File: src/rtl/segment_pkg.sv
// Shared 7-segment definitions used by the display driver and the
// capture path: glyph patterns, digit slot indices and FSM states.
package segment_pkg;

  localparam logic [6:0] SEG_0 = 7'h3F;
  localparam logic [6:0] SEG_1 = 7'h06;
  localparam logic [6:0] SEG_2 = 7'h5B;
  localparam logic [6:0] SEG_3 = 7'h4F;
  localparam logic [6:0] SEG_4 = 7'h66;
  localparam logic [6:0] SEG_5 = 7'h6D;
  localparam logic [6:0] SEG_6 = 7'h7D;
  localparam logic [6:0] SEG_7 = 7'h07;
  localparam logic [6:0] SEG_8 = 7'h7F;
  localparam logic [6:0] SEG_9 = 7'h6F;

  localparam int LOW_ONES  = 0;
  localparam int LOW_TENS  = 1;
  localparam int HIGH_ONES = 2;
  localparam int HIGH_TENS = 3;

  typedef enum logic {
    COLLECT,
    COMMIT
  } state_t;

endpackage

File: src/rtl/seg7_decode.sv
// Combinational 7-segment pattern to BCD decoder; any pattern that is
// not one of the ten glyphs is flagged invalid.
module seg7_decode
  import segment_pkg::*;
(
  input  logic [6:0] pattern,
  output logic [3:0] bcd,
  output logic       invalid
);

  always_comb begin
    bcd     = 4'd0;
    invalid = 1'b0;
    unique case (pattern)
      SEG_0:   bcd = 4'd0;
      SEG_1:   bcd = 4'd1;
      SEG_2:   bcd = 4'd2;
      SEG_3:   bcd = 4'd3;
      SEG_4:   bcd = 4'd4;
      SEG_5:   bcd = 4'd5;
      SEG_6:   bcd = 4'd6;
      SEG_7:   bcd = 4'd7;
      SEG_8:   bcd = 4'd8;
      SEG_9:   bcd = 4'd9;
      default: invalid = 1'b1;
    endcase
  end

endmodule

File: src/rtl/segment_capture.sv
// Watches a scanned 4-digit 7-segment bus, captures each settled digit
// and rebuilds the two 6-bit values shown by the driver.
module segment_capture
  import segment_pkg::*;
#(
  parameter int SETTLE_CYCLES = 2
) (
  input  logic        clock,
  input  logic        reset,
  input  logic [3:0]  bytee,
  input  logic [6:0]  segment,
  output logic [11:0] data_show,
  output logic        data_valid,
  output logic        decode_error
);

  localparam logic [3:0] CAP_AT = 4'(SETTLE_CYCLES - 1);

  logic [3:0] sel_q;
  logic [6:0] seg_q;
  logic       sel_new;
  logic [3:0] cnt;
  logic [3:0] bcd [4];
  logic [3:0] inv;
  logic [3:0] flags;
  state_t     state, state_nx;

  logic       one_hot, hold, capture, illegal, commit, reject;
  logic [3:0] dec_bcd;
  logic       dec_inv;
  logic [6:0] hi_val, lo_val;

  seg7_decode u_dec (
    .pattern (seg_q),
    .bcd     (dec_bcd),
    .invalid (dec_inv)
  );

  // hold: the select about to be registered equals the current one
  assign one_hot = $onehot(sel_q);
  assign hold    = (bytee == sel_q);
  assign capture = one_hot && hold && (cnt == CAP_AT);
  assign illegal = sel_new && !one_hot && (sel_q != 4'd0);

  assign hi_val = 7'(bcd[HIGH_TENS]) * 7'd10 + 7'(bcd[HIGH_ONES]);
  assign lo_val = 7'(bcd[LOW_TENS]) * 7'd10 + 7'(bcd[LOW_ONES]);
  assign reject = (|inv) || (hi_val > 7'd63) || (lo_val > 7'd63);

  always_comb begin
    state_nx = state;
    commit   = 1'b0;
    unique case (state)
      COLLECT: if (&flags) state_nx = COMMIT;
      COMMIT: begin
        commit   = 1'b1;
        state_nx = COLLECT;
      end
    endcase
  end

  always_ff @(posedge clock or posedge reset) begin
    if (reset) begin
      sel_q   <= '0;
      seg_q   <= '0;
      sel_new <= 1'b0;
      cnt     <= '0;
    end else begin
      sel_q   <= bytee;
      seg_q   <= segment;
      sel_new <= !hold;
      if (!hold || !one_hot) cnt <= '0;
      else if (cnt != 4'hF)  cnt <= cnt + 4'd1;
    end
  end

  // Flags clear on commit; a capture on that same edge survives the clear
  always_ff @(posedge clock or posedge reset) begin
    if (reset) begin
      state <= COLLECT;
      flags <= '0;
      inv   <= '0;
      for (int i = 0; i < 4; i++) bcd[i] <= '0;
    end else begin
      state <= state_nx;
      flags <= (commit ? 4'd0 : flags) | (capture ? sel_q : 4'd0);
      for (int i = 0; i < 4; i++) begin
        if (capture && sel_q[i]) begin
          bcd[i] <= dec_bcd;
          inv[i] <= dec_inv;
        end
      end
    end
  end

  always_ff @(posedge clock or posedge reset) begin
    if (reset) begin
      data_show    <= '0;
      data_valid   <= 1'b0;
      decode_error <= 1'b0;
    end else begin
      data_valid   <= commit && !reject;
      decode_error <= (commit && reject) || illegal;
      if (commit && !reject) data_show <= {hi_val[5:0], lo_val[5:0]};
    end
  end

endmodule

File: config.mk
export PLATFORM = sky130hd
export DESIGN_NAME = segment_capture
export DESIGN_NICKNAME = d
export VERILOG_FILES = /design/src/rtl/segment_pkg.sv /design/src/rtl/seg7_decode.sv /design/src/rtl/segment_capture.sv
export SDC_FILE = /design/constraint.sdc
export NUM_CORES = 1
export LEC_CHECK = 0
export BUFFER_PORTS_ARGS = -buffer_cell sky130_fd_sc_hd__buf_2
export CAP_MARGIN = 5
export CORE_UTILIZATION = 45
export CTS_CLUSTER_DIAMETER = 100
export DETAILED_ROUTE_END_ITERATION = 8
export GPL_TIMING_DRIVEN = 0
export PLACE_DENSITY = 0.59
export SLEW_MARGIN = 20
export SYNTH_ARGS = -nofsm -noshare
export SYNTH_HDL_FRONTEND = slang
export SYNTH_SLANG_ARGS = --single-unit
File: constraint.sdc
create_clock -name clock -period 4 [get_ports clock]
set_clock_uncertainty 0.2 [all_clocks]
set_input_delay 0.2 -clock clock [delete_from_list [all_inputs] [get_ports clock]]
set_output_delay 0.2 -clock clock [all_outputs]
set_load 0.02 [all_outputs]
## Yosys cells after proc, flatten, opt, wreduce, memory -nomap -nowiden

Index checks and enable logic that the tools add are counted.

- Register bits: 55
- Input port bits: 13
- Output and inout bits: 14
- Logic and storage cells: 74

- Add/subtract/negate cells: 6
- Multiply operators: 2
- Magnitude comparators: 2
- Equal/unequal tests: 14
- Muxes and demuxes: 9
- Bitwise gates (word level): 2
- Reductions and logical operators: 22

Operators with widths:

| cell | number |
|---|---|
| $eq 7x7->1 const B | 7 |
| $pmux 4 s9 | 1 |
| $mux 4 | 4 |
| $add 7x4->7 | 2 |
| $eq 7x3->1 const B | 2 |
| $gt 7x6->1 const B | 2 |
| $mul 4x3->6 const B | 2 |
| $logic_and 1x1->1 | 10 |
| $reduce_or 10->1 | 1 |
| $eq 7x6->1 const B | 1 |
| $add 1x1->2 | 2 |
| $add 4x1->4 const B | 1 |
| $eq 4x1->1 const B | 1 |
| $eq 4x4->1 | 1 |
| $logic_or 1x1->1 | 4 |
| $ne 4x4->1 const B | 1 |
| $or 4x4->4 | 1 |
| $reduce_and 4->1 | 1 |
| $reduce_bool 4->1 | 1 |
| $reduce_or 4->1 | 1 |
| $add 2x2->3 | 1 |
| $eq 3x1->1 const B | 1 |
| $logic_not 1->1 | 3 |
| $mux 1 | 3 |
| other kinds (3) | 3 |

## Depth between registers and ports, before layout

- Depth after elaboration: 7
- Mapped depth: 10
- Depth with buffers taken out: 10

## By module

Synthesis repeated with hierarchy kept, for this count alone.

- Cells, all modules: 229
- Area total of the unflattened synthesis: 2,862.7 µm²

Modules (own cells, without submodules):

| module | instances | cells an instance | area an instance (µm²) | seq. area each (µm²) |
|---|---|---|---|---|
| segment_capture | 1 | 195 | 2,595.0 | 1,376.3 |
| seg7_decode | 1 | 34 | 267.8 | 0.0 |

## Worst setup path after synthesis

Ideal clock, no wire load.

- Path kind: reg2reg
- Start point: register bcd[1] (netlist bit)
- End point: register data_show[0]
- Library setup time: 125 ps
- Arrival: 2,616 ps
- Required time: 3,675 ps
- Path slack: 1,059 ps
- Cell stages (with the launch flop): 11
- Buffers on the path: 2
- Period minus slack after synthesis: 2,941 ps
- Path through: dfrtp_1 ha_1 ha_1 inv_1 fa_1 nor4b_4 xnor2_1 and4_1 buf_6 buf_6 mux2_4

- Longest elaborated chain between the ends: 7

Ends and longest elaborated chain:

| item | RTL line | text |
|---|---|---|
| start, declared | segment_capture.sv:23 | `logic [3:0] bcd [4];` |
| start signal, assigned by index | segment_capture.sv:88 | `bcd[i] <= dec_bcd;` |
| $mul 4x3->6 | segment_capture.sv:45 | `assign hi_val = 7'(bcd[HIGH_TENS]) * 7'd10 + 7'(bcd[HIGH_ONES]);` |
| $add 7x4->7 | segment_capture.sv:45 |  |
| $gt 7x6->1 | segment_capture.sv:47 | `assign reject = (\|inv) \|\| (hi_val > 7'd63) \|\| (lo_val > 7'd63);` |
| $logic_or 1x1->1 (2 in series) | segment_capture.sv:47 |  |
| $logic_not 1->1 | segment_capture.sv:103 | `if (commit && !reject) data_show <= {hi_val[5:0], lo_val[5:0]};` |
| $logic_and 1x1->1 | segment_capture.sv:103 |  |
| end signal, assigned | segment_capture.sv:103 |  |
| end, declared | segment_capture.sv:12 | `output logic [11:0] data_show,` |

Every way passes these cells.
A chain may end at the register's enable or synchronous reset.

## Final worst setup path

- Start point: register bcd[1] (netlist bit)
- End point: register data_show[8]

- Longest elaborated chain between the ends: 7

Ends and longest elaborated chain:

| item | RTL line |
|---|---|
| $mul 4x3->6 * | segment_capture.sv:45 |
| $add 7x4->7 * | segment_capture.sv:45 |
| $gt 7x6->1 | segment_capture.sv:47 |
| $logic_or 1x1->1 (2 in series) | segment_capture.sv:47 |
| $logic_not 1->1 | segment_capture.sv:103 |
| $logic_and 1x1->1 | segment_capture.sv:103 |

Mark *: on every way between the ends. The rest lies on a longest branch, timed or not.

==> results.json <==
{
  "status": "finished clean",
  "yosys_warnings": 0,
  "asyncSetResetFlopFracSynth": 1.00,
  "drv_cap": 0,
  "place_area_um2": 3000,
  "grt_pass1_wl_um": 8250,
  "drt_drc_violations_left": 0,
  "syn_to_final_growth_pct": 15.4,
  "required_ns": 3.99,
  "syn_area_um2": 2780,
  "hold_end": "flags[2]",
  "yosysMostFrequentCell": "dfrtp_1",
  "leakagePower_nw": 1.60,
  "place.port_buffers": 26,
  "crit_path_start_kind": "flop",
  "cts_buffer_depth": 2,
  "r2r-start": "bcd[1]",
  "drive_above_1_share": 0.273,
  "final_nets": 305,
  "drtPass1Iterations": 5,
  "worst_pin_slew_ns": 0.730,
  "dp_cells": 326,
  "synth_common_cells": "55 x dfrtp_1, 22 x mux2_2, 21 x inv_1, 17 x ha_1, 13 x xnor2_1",
  "slew_headroom": 0.509,
  "syn_inst": 225,
  "power_density_nw_per_um2": 291,
  "numCtsBuffers": 5,
  "cts_sinks": 55,
  "worstHoldStart": "flags[2]",
  "hold_violations": 0,
  "grt_max_degree": 56,
  "num_vias": 1752,
  "die_w_um": 80.6,
  "seq_area_frac_synth": 0.495,
  "period_minus_slack_ns": 3.15,
  "diodes": 0,
  "synth-main-ff-cell": "dfrtp_1",
  "worstPathArrival_ns": 3.14,
  "yosys.area.top_type": "dfrtp_1",
  "fillers": 515,
  "viasPerCell": 5.06,
  "holdCritPathClass": "flop to flop",
  "antenna_found_initial": 0,
  "ant_nets": 0,
  "finalSetupTns_ns": 0,
  "grt_overflow": 0,
  "post-route-period-util": 0.787,
  "place_hpwl_um": 3310,
  "slew_violations": 0,
  "grt_pass1_vias": 1742,
  "power.total_uw": 934,
  "max_freq_ghz": 0.318,
  "place.gp.congestion": 0.885,
  "setup_viol": 0,
  "drt-initial-drc-count": 43,
  "final_area_um2": 3210,
  "ys_seq_elements": 55,
  "reg2reg_setup_slack_ns": 0.85,
  "die_h_um": 80.6,
  "clk_latency_ns": 0.30,
  "synth_top_area_frac": 0.495,
  "r2r_cells": 10,
  "clkTransAtPathRegs_ns": 0.09,
  "postRouteWirelength_um": 4650,
  "design.core.area_um2": 5920,
  "stdcell_count": 346,
  "r2r-end": "data_show[8]",
  "ir_worst_vdd_mv": 0.181,
  "cts_root_buf": "clkbuf_8",
  "wire_per_inst_um": 13.4,
  "crit_type": "flop to flop",
  "syn_avg_cell_area_um2": 12.3,
  "ios": 27,
  "worstPathMaxFanout": 10,
  "cp-end-kind": "flop",
  "tritoncts": "yes",
  "hold_buffers": 12,
  "die-area_um2": 6490,
  "rsz0062_at_grt": "false",
  "synthTopCellsByArea": "dfrtp_1 50%, mux2_2 8.9%, ha_1 7.7%",
  "htreeDepth": 2,
  "hold_path_depth": 2,
  "synthesis.nets": 260,
  "post-route-util": 0.541,
  "initial_utilization": 0.469,
  "rows": 28,
  "synth_edf_count": 0,
  "post_cts_buffers": 0,
  "yosysUniqueCellTypes": 38,
  "post_cts_resized": 0,
  "grtUsageTotal": 0.169
}
==> metal layers <==
metal | share of wire | vias to the layer above | global-route usage
met5 | 0 | - | 0
met3 | 0.028 | 5 | 0.0409
met4 | 0.0082 | 0 | 0.0482
li1 | - | 864 | -
met2 | 0.49 | 30 | 0.276
met1 | 0.47 | 853 | 0.221
==> state kept, by name (all words and copies together), names as in the netlist, 4 cells and up <==
register   flops
bcd           16
data_show     12
seg_q          7
cnt            4
flags          4
inv            4
sel_q          4
==> metrics by stage <==
step / hold WS, ns / setup slack [ns]
finish: 0.296 / 0.854
detailed placement: 0.109 / 0.845
floorplan: 0.0314 / 1.06
CTS: 0.304 / 0.818
global placement: 0.108 / 0.847
global route: 0.321 / 0.666
==> kinds of logic after synthesis <==
kind of cell	count (synthesis)	share of synthesized area
xor+xnor	16	0.0505
flops	55	0.495
fa+ha+maj	22	0.113
compound gates	25	0.0568
simple gates	49	0.103
mux	32	0.140
buf+inv	26	0.0419
==> layout make-up <==
| class | instances | area, µm² | area share |
|---|---|---|---|
| repair buffers | 38 | 250 | 0.0781 |
| multi-input cells | 144 | 1280 | 0.401 |
| clock inverters | 1 | 5.00 | 0.00156 |
| clock buffers | 7 | 76.3 | 0.0238 |
| inverters | 21 | 81.3 | 0.0254 |
| well taps | 75 | 93.8 | 0.0293 |
| plain buffers | 5 | 37.5 | 0.0117 |
| flip-flops and latches | 55 | 1380 | 0.429 |
==> report_power, final <==
group | internal, mW | switching [mW]
sequential | 0.565 | 0.00750
combinational | 0.0295 | 0.0379
clock | 0.123 | 0.171
==> worst max-delay path, cell delays in order, from the launching register on <==
cell and delay (ns):
dfrtp_1 0.46, ha_1 0.33, ha_1 0.20, inv_1 0.06, fa_1 0.46, nor4b_4 0.31
xnor2_1 0.18, and4_1 0.24, buf_6 0.13, buf_6 0.17, mux2_4 0.31
==> worst max path at each step <==
stage	cells after the start	to	slack, ns	startpoint
after floorplan	10	data_show[0]	1.06	bcd[1]
after global placement	10	data_show[4]	0.85	bcd[1]
after detailed placement	10	data_show[8]	0.84	bcd[1]
after CTS	10	data_show[8]	0.82	bcd[1]
after global routing	10	bcd[9]	0.67	sel_q[0]
final	10	data_show[8]	0.85	bcd[1]
==> cell usage in the layout (no fill, tap or decap), types with 8 or more instances in the layout <==
master         Yosys  final
ha_1              17     17
inv_1             21     20
buf_2              2     28
mux2_4             8      8
nor2_1            11     11
nand2_1           11     11
dlygate4sd3_1      0     12
dfrtp_1           55     55
xnor2_1           13     13
mux2_2            22     22
Power figures use the tool's default switching activity.
